===== config.mk =====
export PLATFORM = sky130hd
export DESIGN_NAME = tvm_vpi_ram_read_arbiter
export DESIGN_NICKNAME = d
export VERILOG_FILES = /design/src/rtl/tvm_vpi_ram_read_arbiter.sv
export SDC_FILE = /design/constraint.sdc
export NUM_CORES = 1
export LEC_CHECK = 0
export CORE_AREA = 2 2 169 88
export CTS_BUF_LIST = sky130_fd_sc_hd__clkbuf_4 sky130_fd_sc_hd__clkbuf_8 sky130_fd_sc_hd__clkbuf_16
export DETAILED_ROUTE_END_ITERATION = 7
export DIE_AREA = 0 0 171 90
export GPL_TIMING_DRIVEN = 0
export PLACE_DENSITY = 0.93
export SETUP_SLACK_MARGIN = 0.2
export SLEW_MARGIN = 20
export SYNTH_ARGS = -nofsm -noshare
export SYNTH_HDL_FRONTEND = slang
export SYNTH_SLANG_ARGS = --single-unit

===== constraint.sdc =====
create_clock -name clk -period 3.5 [get_ports clk]
set_input_delay 0.875 -clock clk [delete_from_list [all_inputs] [get_ports clk]]
set_output_delay 0.875 -clock clk [all_outputs]
set_load 0.1 [all_outputs]

===== src/rtl/tvm_vpi_ram_read_arbiter.sv =====
// Two-client round-robin read arbiter for the VPI RAM read channel.
// Grants one burst at a time, issues it to the RAM, then streams words to the winner.
module tvm_vpi_ram_read_arbiter #(
   parameter int READ_WIDTH = 8
) (
   input  logic                  clk,
   input  logic                  rst,
   input  logic                  c0_req,
   input  logic [31:0]           c0_addr,
   input  logic [31:0]           c0_size,
   output logic                  c0_ack,
   output logic [READ_WIDTH-1:0] c0_data,
   output logic                  c0_valid,
   input  logic                  c0_ready,
   output logic                  c0_done,
   input  logic                  c1_req,
   input  logic [31:0]           c1_addr,
   input  logic [31:0]           c1_size,
   output logic                  c1_ack,
   output logic [READ_WIDTH-1:0] c1_data,
   output logic                  c1_valid,
   input  logic                  c1_ready,
   output logic                  c1_done,
   output logic                  ram_read_req,
   output logic [31:0]           ram_read_addr,
   output logic [31:0]           ram_read_size,
   output logic                  ram_read_dequeue,
   input  logic [READ_WIDTH-1:0] ram_read_data,
   input  logic                  ram_read_valid,
   output logic                  busy
);

   typedef enum logic [1:0] {
      S_IDLE,
      S_ISSUE,
      S_STREAM,
      S_DONE
   } state_t;

   state_t      state, state_nxt;
   logic        grant, grant_nxt;
   logic        last_grant, last_grant_nxt;
   logic [31:0] count, count_nxt;
   logic [31:0] addr_nxt, size_nxt;
   logic        c0_ack_nxt, c1_ack_nxt;
   logic        c0_done_nxt, c1_done_nxt;
   logic        req_nxt, busy_nxt;
   logic        win;
   logic        streaming;
   logic        sel_ready;

   // On a tie the client that did not win last time goes first.
   assign win = (c0_req && c1_req) ? ~last_grant : c1_req;

   assign streaming        = (state == S_STREAM);
   assign sel_ready        = grant ? c1_ready : c0_ready;
   assign ram_read_dequeue = streaming & ram_read_valid & sel_ready;
   assign c0_valid         = streaming & ram_read_valid & ~grant;
   assign c1_valid         = streaming & ram_read_valid & grant;
   assign c0_data          = ram_read_data;
   assign c1_data          = ram_read_data;

   always_comb begin
      // NOTE: every signal written here is defaulted first so no path can infer a latch.
      state_nxt      = state;
      grant_nxt      = grant;
      last_grant_nxt = last_grant;
      count_nxt      = count;
      addr_nxt       = ram_read_addr;
      size_nxt       = ram_read_size;
      c0_ack_nxt     = 1'b0;
      c1_ack_nxt     = 1'b0;
      c0_done_nxt    = 1'b0;
      c1_done_nxt    = 1'b0;
      req_nxt        = 1'b0;

      case (state)
         S_IDLE: begin
            if (c0_req || c1_req) begin
               grant_nxt      = win;
               last_grant_nxt = win;
               count_nxt      = 32'd0;
               addr_nxt       = win ? c1_addr : c0_addr;
               size_nxt       = win ? c1_size : c0_size;
               c0_ack_nxt     = ~win;
               c1_ack_nxt     = win;
               state_nxt      = (size_nxt == 32'd0) ? S_DONE : S_ISSUE;
            end
         end
         S_ISSUE: begin
            req_nxt   = 1'b1;
            state_nxt = S_STREAM;
         end
         S_STREAM: begin
            if (ram_read_dequeue) begin
               count_nxt = count + 32'd1;
               if (count == ram_read_size - 32'd1) begin
                  c0_done_nxt = ~grant;
                  c1_done_nxt = grant;
                  state_nxt   = S_DONE;
               end
            end
         end
         S_DONE: begin
            // A zero-size burst reaches DONE without a pulse; raise it on the way out.
            if (!(c0_done || c1_done)) begin
               c0_done_nxt = ~grant;
               c1_done_nxt = grant;
            end
            state_nxt = S_IDLE;
         end
         default: state_nxt = S_IDLE;
      endcase

      busy_nxt = (state_nxt != S_IDLE);
   end

   // NOTE: state is updated with non-blocking assignments so every flop samples pre-edge values.
   always_ff @(posedge clk or negedge rst) begin
      if (!rst) begin
         state         <= S_IDLE;
         grant         <= 1'b0;
         last_grant    <= 1'b1;
         count         <= 32'd0;
         ram_read_addr <= 32'd0;
         ram_read_size <= 32'd0;
         ram_read_req  <= 1'b0;
         c0_ack        <= 1'b0;
         c1_ack        <= 1'b0;
         c0_done       <= 1'b0;
         c1_done       <= 1'b0;
         busy          <= 1'b0;
      end else begin
         state         <= state_nxt;
         grant         <= grant_nxt;
         last_grant    <= last_grant_nxt;
         count         <= count_nxt;
         ram_read_addr <= addr_nxt;
         ram_read_size <= size_nxt;
         ram_read_req  <= req_nxt;
         c0_ack        <= c0_ack_nxt;
         c1_ack        <= c1_ack_nxt;
         c0_done       <= c0_done_nxt;
         c1_done       <= c1_done_nxt;
         busy          <= busy_nxt;
      end
   end

endmodule


# Word level (Yosys, flattened, before mapping)

Index checks and enable logic that the tools add are counted.
Widths: inputs -> output; s select.

Word-level logic and storage cells: 61
Output and inout bits: 89
Latch bits: 0
Memory bits (writable): 0
Register bits: 106
Memories kept: 0
ROM bits: 0
Input port bits: 143

Bitwise operators: 7
Div/mod/pow operators: 0
Eq/ne operators: 6
Reduce and logical (&&, ||, !) cells: 9
Magnitude comparators: 0
Multiply operators: 0
Shift-type cells: 0
Muxes and demuxes: 25
Add/sub/neg operators: 2

Operator list:

| operator              | number |
|---|---|
| $mux 32               | 4 |
| $pmux 32 s2           | 1 |
| $add 32x1->32 const B | 1 |
| $eq 32x32->1          | 1 |
| $logic_not 32->1      | 1 |
| $sub 32x1->32 const B | 1 |
| $mux 1                | 13 |
| $mux 2                | 4 |
| $pmux 2 s4            | 1 |
| $and 1x1->1           | 4 |
| $eq 2x2->1 const B    | 2 |
| $ne 2x2->1 const B    | 2 |
| $pmux 1 s2            | 2 |
| $reduce_bool 2->1     | 2 |
| $not 1->1             | 3 |
| $reduce_and 3->1      | 1 |
| $eq 2x1->1 const B    | 1 |
| $logic_not 2->1       | 1 |
| $logic_or 1x1->1      | 2 |
| $reduce_and 2->1      | 1 |
| $logic_and 1x1->1     | 1 |

# Depth between registers and ports, before layout

Gate-level depths: netlist of run 1.

Word-level depth: 8
Gate-level depth with buffers: 11
Mapped depth without buffers: 10

# Least setup slack after synthesis of run 1

Ideal clock, no wire load.

Kind: input port to flip-flop
Start: input c1_ready
End: register busy
Arrival: 3714 ps
Stages: 8
Data required time: 3422 ps
Path slack: -292 ps
Library setup time: 78 ps
Path buffers: 0
Cells stage by stage: mux2i_1 nor2_1 nand4_1 nor4_1 nand4_1 or3_1 o41a_1 o21bai_1

Longest elaborated chain between the ends: 5

RTL lines:

| item                       | RTL line | text |
|---|---|---|
| start: declaration         | 22       | `input logic c1_ready,` |
| $mux 1                     | 56       | `assign sel_ready = grant ? c1_ready : c0_ready;` |
| $and 1x1->1                | 57       | `assign ram_read_dequeue = streaming & ram_read_valid & sel_ready;` |
| named net ram_read_dequeue | 27       | `output logic ram_read_dequeue,` |
| $mux 2                     | 95       | `if (ram_read_dequeue) begin` |
| $pmux 2 s4                 | 77       | `case (state)` |
| $reduce_bool 2->1          | 115      | `busy_nxt = (state_nxt != S_IDLE);` |
| named net busy_nxt         | 47       | `logic req_nxt, busy_nxt;` |
| end signal: assignment     | 145      | `busy <= busy_nxt;` |
| end: declaration           | 30       | `output logic busy` |

The timed path passes the listed nets, and every way through them passes these cells.
A chain may end at the register's enable or synchronous reset.

# Worst setup path in the final report of run 1

Start: register ram_read_size[25]
End: register c0_done

Longest elaborated chain between the ends: 5

RTL lines:

| item                     | RTL line | text |
|---|---|---|
| start: declaration       | 26       | `output logic [31:0] ram_read_size,` |
| start signal: assignment | 139      | `ram_read_size <= size_nxt;` |
| $sub 32x1->32            | 97       | `if (count == ram_read_size - 32'd1) begin` |
| $eq 32x32->1             | 97       |  |
| $mux 1                   | 97       |  |
| $mux 1                   | 95       |  |
| $pmux 1 s2               | 77       |  |
| named net c0_done_nxt    | 46       | `logic c0_done_nxt, c1_done_nxt;` |
| end signal: assignment   | 143      | `c0_done <= c0_done_nxt;` |
| end: declaration         | 15       | `output logic c0_done,` |

The timed path passes the listed nets, and every way through them passes these cells.

==> summary.md, run 1 <==
| Metric | Value |
|---|---|
| Syn Nets | `800` |
| Delay-heaviest family, CP | `simple AND/OR/NAND/NOR gates` |
| Data arrival, critical path | `3.62 ns` |
| CTS buffer count | `9` |
| Drt drc | `0` |
| Synth-to-Final Area Change | `48.7%` |
| Hold Buf Count CTS | `0` |
| First drt pass iteration count | `6` |
| Placed Cells | `1073` |
| Worst setup EP type | `flop` |
| CTS clock-pin slew for the worst setup and hold paths | `0.08 ns` |
| Ys async rst share | `100%` |
| RSZ-0062 raised after global routing | `yes` |
| Final cell utilization of the core | `65.6%` |
| Power after layout | `2.92 mW` |
| Final antenna-violating net count | `0` |
| Max-slew violation total from the final report | `0` |
| WHS | `0.421 ns` |
| Core region area | `14000 um2` |
| Flops & latches, synth | `106` |
| Pleak | `4.03 nW` |
| Root buf cell | `clkbuf_16` |
| Sequential fraction of the synthesis area | `42.8%` |
| Final setup viols | `0` |
| Maximum fanout along the worst path | `2` |
| Slew HR | `30.0%` |
| Vias in the first global route | `6138` |
| Hold WC Path Type | `in2async` |
| Pwr Density | `317 nW/um2` |
| Die width | `171 um` |
| Nets | `1041` |
| Crit start category | `flop` |
| Clock Skew | `0.00799 ns` |
| EDFF count, synth | `0` |
| RD Place Congestion | `0.908` |
| DRC marker count from the first detailed-route iteration | `730` |
| Row count | `31` |
| Critical Path Most Common Cell | `or4_4` |
| # port buffers | `223` |
| Cell area after synthesis | `6190 um2` |
| Via count | `6363` |
| Worst path cell trace | `or4_4, buf_6, or4_4, or4_4, o21ai_2, o2111ai_2, or3_1, or4_4, a21oi_2` |
| Setup WS pre-CTS | `-0.635 ns` |
| Critical path class | `reg2reg` |
| Max_cap viols | `0` |
| Yosys warning total | `0` |
| Share of layout cells above drive strength 1 | `9.36%` |
| Tmin final | `3.33 ns` |
| Worst path max stage delay | `0.54 ns` |
| Syn_area_per_cell | `9.51 um2` |
| Peak supply drop | `0.258 mV` |
| Clk_lat worst skew | `0.36 ns` |
| Top_reg_cell synth | `dfrtp_1` |
| CTS tree | `yes` |
| Crit share post-route | `95.1%` |
| Initial Util | `44.1%` |
| GR Overflow Total | `0` |
| Cells after Synth | `651` |
| # diodes | `0` |
| Final hold vios | `0` |
| Dpl hpwl | `17.2 mm` |
| Wire length per cell | `20.4 um` |
| Critical-path top delay cell | `or4_4` |
| Initial antenna violation count | `1` |
| Tot GR Track Use | `28.6%` |
| Io pins | `232` |
| Vias/cell | `5.81` |
| CTS Buffer Depth | `2` |
| Post-synth cell types | `53` |
| Routed WL | `22.4 mm` |
| Final worst slack | `0.172 ns` |
| Die Area | `15400 um2` |
| Post-route insts no fill | `1095` |
| CP required | `3.79 ns` |
| Buf+Inv Stages, Crit Path | `1` |
| H-tree levels | `3` |
| Worst Max-Slew Pin Slew | `1.05 ns` |
| Sink Count | `106` |
| Top achievable clock speed | `0.300 GHz` |
| Pin count of the biggest net entering global routing | `68` |
| First-pass GRT wire length | `33.8 mm` |
| Die Y | `90 um` |
| Status | `finished, final reports clean` |
==> state kept, by name, indices dropped and copies added (netlist names) <==
| signal | cells |
|---|---|
| last_grant | 1 |
| ram_read_req | 1 |
| count | 32 |
| state | 2 |
| ram_read_size | 32 |
| busy | 1 |
| c0_done | 1 |
| grant | 1 |
| c0_ack | 1 |
| ram_read_addr | 32 |
| c1_ack | 1 |
| c1_done | 1 |
==> cell type report <==
class	count	area [um2]
Fill cell	1080	4830
Multi-Input combinational cell	484	3380
Sequential cell	106	2670
Timing Repair Buffer	230	2300
Buffer	50	259
Tap cell	198	248
Clock buffer	9	225
Clock inverter	7	86.3
Inverter	11	41.3
==> cells in the mapped netlist, types with 5 or more instances <==
cell,count,area share (%)
dfrtp_1,105,42
a22o_1,64,9.1
nor2_1,58,3.5
nand2_1,51,3.1
o21ai_0,42,3.4
mux2i_1,36,5.8
xor2_1,34,4.8
clkbuf_1,32,1.9
xnor2_1,29,4.1
nor4_1,26,2.6
nand3_1,20,1.6
nand4_1,17,1.7
buf_4,16,1.9
nor3_1,15,1.2
inv_1,11,0.67
a21oi_1,9,0.73
or3_1,8,0.81
or4_1,7,0.85
and3_1,6,0.61
ha_1,6,1.2
nor2b_1,5,0.51
==> timing repair <==
item	CTS	global route
resized for setup	20	15
setup endpoints to repair	14	23
pin swaps	5	5
setup buffers	4	2
==> through the flow <==
step / TNS [ns] / cell area [um2]
floorplan: 0 / 6230
global placement: -265.79 / 8710
detailed placement: -4.78 / 8740
CTS: 0 / 9150
global route: 0 / 9210
finish: 0 / 9210
==> logic make-up after synthesis <==
family	count (synthesis)	share of synthesized area, %
AOI/OAI and AO/OA	148	17.5
buffers and inverters	61	4.69
adders and majority gates	6	1.21
and+or+nand+nor	228	18.3
xor gates and xnor gates	64	9.27
DFF	106	42.8
muxes	38	6.18
==> routing by layer <==
metal	track usage [%]	vias to the layer above	part of all wire, %
met5	0	-	0
met4	6.29	0	2.0
met3	7.93	57	10
met2	46.5	381	48
met1	38.0	3068	40
li1	-	2857	-
==> where the power goes <==
group          internal, mW  total, mW  switching (mW)  leakage (nW)
registers              1.25       1.30          0.0429          1.43
clock network         0.522       1.07           0.543         0.154
logic                 0.275      0.559           0.284          2.44
==> final timing paths <==
| kind | start | to | slack (ns) | depth (start not counted) |
|---|---|---|---|---|
| worst max register to register | ram_read_size[25] | c0_done | 0.17 | 9 |
| min in group clk | ram_read_addr[8] | ram_read_addr[8] | 0.51 | 1 |
| max in group asynchronous | rst | last_grant | 2.37 | 2 |
| worst min register to register | ram_read_addr[8] | ram_read_addr[8] | 0.51 | 1 |
| worst min-delay path | rst | count[17] | 0.42 | 1 |
| worst max-delay path | ram_read_size[25] | c0_done | 0.17 | 9 |
==> placed cells by master, fill, tap and decap left out, types with 5 or more instances in the layout <==
master,n
nor2b_1,5
mux2i_1,36
xor2_1,34
buf_4,22
a22o_1,64
dfrtp_1,98
nor2_1,57
clkbuf_16,9
clkdlybuf4s50_1,219
nor4_1,22
xnor2_1,29
and3_1,6
nor3_1,11
nand2_1,51
or3_1,8
nand3_1,19
a21oi_1,8
inv_1,11
ha_1,6
nand4_1,17
clkbuf_1,29
o21ai_0,42
Power figures use the tool's default switching activity.
==> inputs of run 2 (changes only) <==
--- a/config.mk
+++ b/config.mk
@@ -5,8 +5,10 @@
 export SDC_FILE = /design/constraint.sdc
 export NUM_CORES = 1
 export LEC_CHECK = 0
+export ABC_CLOCK_PERIOD_IN_PS = 3500
 export CORE_AREA = 2 2 169 88
 export CTS_BUF_LIST = sky130_fd_sc_hd__clkbuf_4 sky130_fd_sc_hd__clkbuf_8 sky130_fd_sc_hd__clkbuf_16
+export CTS_CLUSTER_SIZE = 25
 export DETAILED_ROUTE_END_ITERATION = 7
 export DIE_AREA = 0 0 171 90
 export GPL_TIMING_DRIVEN = 0
==> results of run 2 <==
The final DEF is identical to that of run 1; final timing and power are the same.
==> inputs of run 3 (changes only) <==
--- a/config.mk
+++ b/config.mk
@@ -5,7 +5,6 @@
 export SDC_FILE = /design/constraint.sdc
 export NUM_CORES = 1
 export LEC_CHECK = 0
-export ABC_CLOCK_PERIOD_IN_PS = 3500
 export CORE_AREA = 2 2 169 88
 export CTS_BUF_LIST = sky130_fd_sc_hd__clkbuf_4 sky130_fd_sc_hd__clkbuf_8 sky130_fd_sc_hd__clkbuf_16
 export CTS_CLUSTER_SIZE = 25
@@ -14,7 +13,6 @@
 export GPL_TIMING_DRIVEN = 0
 export PLACE_DENSITY = 0.93
 export SETUP_SLACK_MARGIN = 0.2
-export SLEW_MARGIN = 20
 export SYNTH_ARGS = -nofsm -noshare
 export SYNTH_HDL_FRONTEND = slang
 export SYNTH_SLANG_ARGS = --single-unit
==> run 3 against run 2 <==
Net effect:
- first-iteration DRC count is 8.5% lower
- fmax increased by 0.81%
- clock-buffer cell count unchanged
- critical endpoint unchanged
- clock power about the same
- critical path depth stayed put
- via count grew 1.4%
- setup slack improved by 0.027 ns
- routed wire length rose by 0.82%
- die area did not move
- clock skew increased by 0.0057 ns
==> summary.md, run 3 (synthesized netlist as in run 1, its figures left out) <==
| Metric | Value |
|---|---|
| Largest regs | `count: 32 flops, ram_read_addr: 32 flops, ram_read_size: 32 flops` |
| Wire length per cell | `20.6 um (+0.73%)` |
| Most common cell after layout, fill and taps aside | `clkdlybuf4s50_1` |
| Dpl hpwl | `17.2 mm (+0.19%)` |
| RSZ-0062 raised after global routing | `yes` |
| Status | `finished, final reports clean` |
| Core region area | `14000 um2 (unchanged)` |
| Max_cap viols | `0 (unchanged)` |
| Critical path class | `reg2reg` |
| Data arrival, critical path | `3.60 ns (-0.02 ns)` |
| CTS buffer count | `9 (unchanged)` |
| Share of layout cells above drive strength 1 | `9.58% (+0.21 points)` |
| Worst path cell trace | `or4_4, buf_6, or4_4, or4_4, o21ai_2, o2111ai_2, or3_1, or4_4, a21oi_2` |
| M1 GR Usage | `39.1% (+1.0 points)` |
| # port buffers | `223 (unchanged)` |
| First drt pass iteration count | `5 (-1)` |
| CTS tree | `yes` |
| DRC marker count from the first detailed-route iteration | `668 (-8.5%)` |
| Met3 Use GR | `8.10% (+0.18 points)` |
| Critical-path top delay cell | `or4_4` |
| Setup WS pre-CTS | `-0.650 ns (-0.0154 ns)` |
| Routed WL | `22.5 mm (+0.82%)` |
| Final hold vios | `0 (unchanged)` |
| Io pins | `232 (unchanged)` |
| Nets | `1042 (+0.096%)` |
| Share of total power in the clock network | `35.8% (-0.7 points)` |
| Tot GR Track Use | `29.1% (+0.52 points)` |
| Register share of total power | `44.9% (+0.5 points)` |
| Maximum fanout along the worst path | `3 (+1)` |
| Worst r2r dst | `c0_done` |
| First-pass GRT wire length | `34.4 mm (+1.7%)` |
| Vias in the first global route | `6201 (+1.0%)` |
| Worst Max-Slew Pin Slew | `1.05 ns (+0.00611 ns)` |
| Max-slew violation total from the final report | `0 (unchanged)` |
| Worst setup EP type | `flop` |
| Buf+Inv Stages, Crit Path | `1 (unchanged)` |
| CTS clock-pin slew for the worst setup and hold paths | `0.08 ns (about the same)` |
| Initial Util | `44.1% (unchanged)` |
| Critical Path Most Common Cell | `or4_4` |
| Worst path max stage delay | `0.54 ns (about the same)` |
| WHS | `0.500 ns (+0.0785 ns)` |
| Most frequent cells in the layout | `219 x clkdlybuf4s50_1, 98 x dfrtp_1, 64 x a22o_1, 57 x nor2_1, 51 x nand2_1` |
| Slew HR | `29.6% (-0.41 points)` |
| Die Area | `15400 um2 (unchanged)` |
| Pin count of the biggest net entering global routing | `68 (unchanged)` |
| Most Used Layer, Global Route | `met2` |
| GR Overflow Total | `0 (unchanged)` |
| Synth-to-Final Area Change | `48.6% (about the same)` |
| Row count | `31 (unchanged)` |
| Via count | `6453 (+1.4%)` |
| Initial antenna violation count | `0 (-1)` |
| Clock Skew | `0.0137 ns (+0.00573 ns)` |
| Post-route insts no fill | `1096 (+0.091%)` |
| RD Place Congestion | `0.908 (unchanged)` |
| Worst R2R Setup Slack | `0.20 ns (+0.03 ns)` |
| Reg2reg path depth | `9 (unchanged)` |
| Die width | `171 um (unchanged)` |
| Sw frac | `29.6% (-0.16 points)` |
| # diodes | `0 (unchanged)` |
| Delay-heaviest family, CP | `simple AND/OR/NAND/NOR gates` |
| Pwr Density | `315 nW/um2 (-0.78%)` |
| Hold WC Path Type | `in2async` |
| Peak supply drop | `0.220 mV (-15%)` |
| Tmin final | `3.30 ns (-0.0267 ns)` |
| Root buf cell | `clkbuf_16` |
| Die Y | `90 um (unchanged)` |
| Crit share post-route | `94.3% (-0.76 points)` |
| Worst R2R Start | `ram_read_size[25]` |
| CTS Buffer Depth | `2 (unchanged)` |
| Fillers | `1069 (-1.0%)` |
| Internal power | `2.04 mW (-0.65%)` |
| Crit start category | `flop` |
| Drt drc | `0 (unchanged)` |
| Final worst slack | `0.198 ns (+0.0267 ns)` |
| Clk_lat worst skew | `0.36 ns (about the same)` |
| Top achievable clock speed | `0.303 GHz (+0.81%)` |
| Met2 usage | `46.7% (+0.17 points)` |
| Final antenna-violating net count | `0 (unchanged)` |
| Comb power frac | `19.3% (+0.2 points)` |
| Pleak | `4.03 nW (about the same)` |
| H-tree levels | `3 (unchanged)` |
| Final setup viols | `0 (unchanged)` |
| Vias/cell | `5.89 (+1.3%)` |
| Power after layout | `2.90 mW (-0.88%)` |
| Placed Cells | `1073 (unchanged)` |
| Sink Count | `106 (unchanged)` |
| Psw | `857 uW (-1.4%)` |
| CP required | `3.80 ns (about the same)` |
run 3: cell count changes in the layout (fill, tap and decap cells not counted), sizes merged:
cell / before / now
clkinv: 1 / 3
clkdlybuf4s15: 2 / 1
clkbuf: 42 / 43
buf: 26 / 27
inv: 17 / 15
run 3: timing repair:
| item | CTS | global route |
|---|---|---|
| pin swaps | 3 | 7 |
| gates resized for setup | 17 | 21 |
| setup endpoints to repair | 14 | 24 |
| endpoints found under the hold margin | 0 | 0 |
| buffers inserted | 4 | 3 |
| hold buffers | 0 | 0 |
run 3: cell type report:
type                    count  area, um2  share of cell area [%]
inverters                  11       41.3                   0.449
flip-flops and latches    106       2670                    29.0
multi-input cells         484       3380                    36.7
clock inverters             7       78.8                   0.857
well taps                 198        248                    2.69
repair buffers            231       2300                    25.0
clock buffers               9        225                    2.45
plain buffers              50        260                    2.83
run 3: power groups by stage:
stage                     Sequential [mW]  Combinational [mW]  Clock (mW)
final                                1.30               0.558        1.04
after global routing                 1.30               0.593        1.09
after CTS                            1.30               0.549        1.05
after detailed placement             1.32               0.543           0
after global placement               1.32               0.524           0
after floorplan                      1.31               0.284           0
run 3: worst max path at each step:
stage	start	end	slack [ns]	cells after the start
final	ram_read_size[25]	c0_done	0.20	9
after global routing	ram_read_size[25]	c1_done	0.12	9
after CTS	ram_read_size[25]	c0_done	0.17	9
after detailed placement	c1_ready	count[31]	-0.65	9
after global placement	rst	ram_read_size[25]	-3.18	1
after floorplan	ram_read_size[25]	c0_done	0.12	9
run 3: routing by layer:
layer | wire length (um) | vias up
met1 | 8790 | 3108
li1 | - | 2858
met3 | 2610 | 54
met4 | 445 | 0
met5 | 0 | -
met2 | 10700 | 433
run 3: worst reg2reg max path: cells and delay by family (launching register included):
| kind | cells | cell delay [ns] |
|---|---|---|
| AND/OR/NAND/NOR | 5 | 2.21 |
| flip-flops | 1 | 0.48 |
| AO/OA/AOI/OAI | 3 | 0.42 |
| buffers and inverters | 1 | 0.14 |
run 3: stage by stage:
| stage | utilization (%) | TNS [ns] | cell area (um2) |
|---|---|---|---|
| 2_1_floorplan | - | 0 | 6230 |
| 3_3_place_gp | 62.0 | -265.79 | 8710 |
| 3_5_place_dp | 62.2 | -4.67 | 8730 |
| 4_1_cts | 65.0 | 0 | 9130 |
| 5_1_grt | 65.5 | 0 | 9200 |
| 6_report | 65.5 | 0 | 9200 |
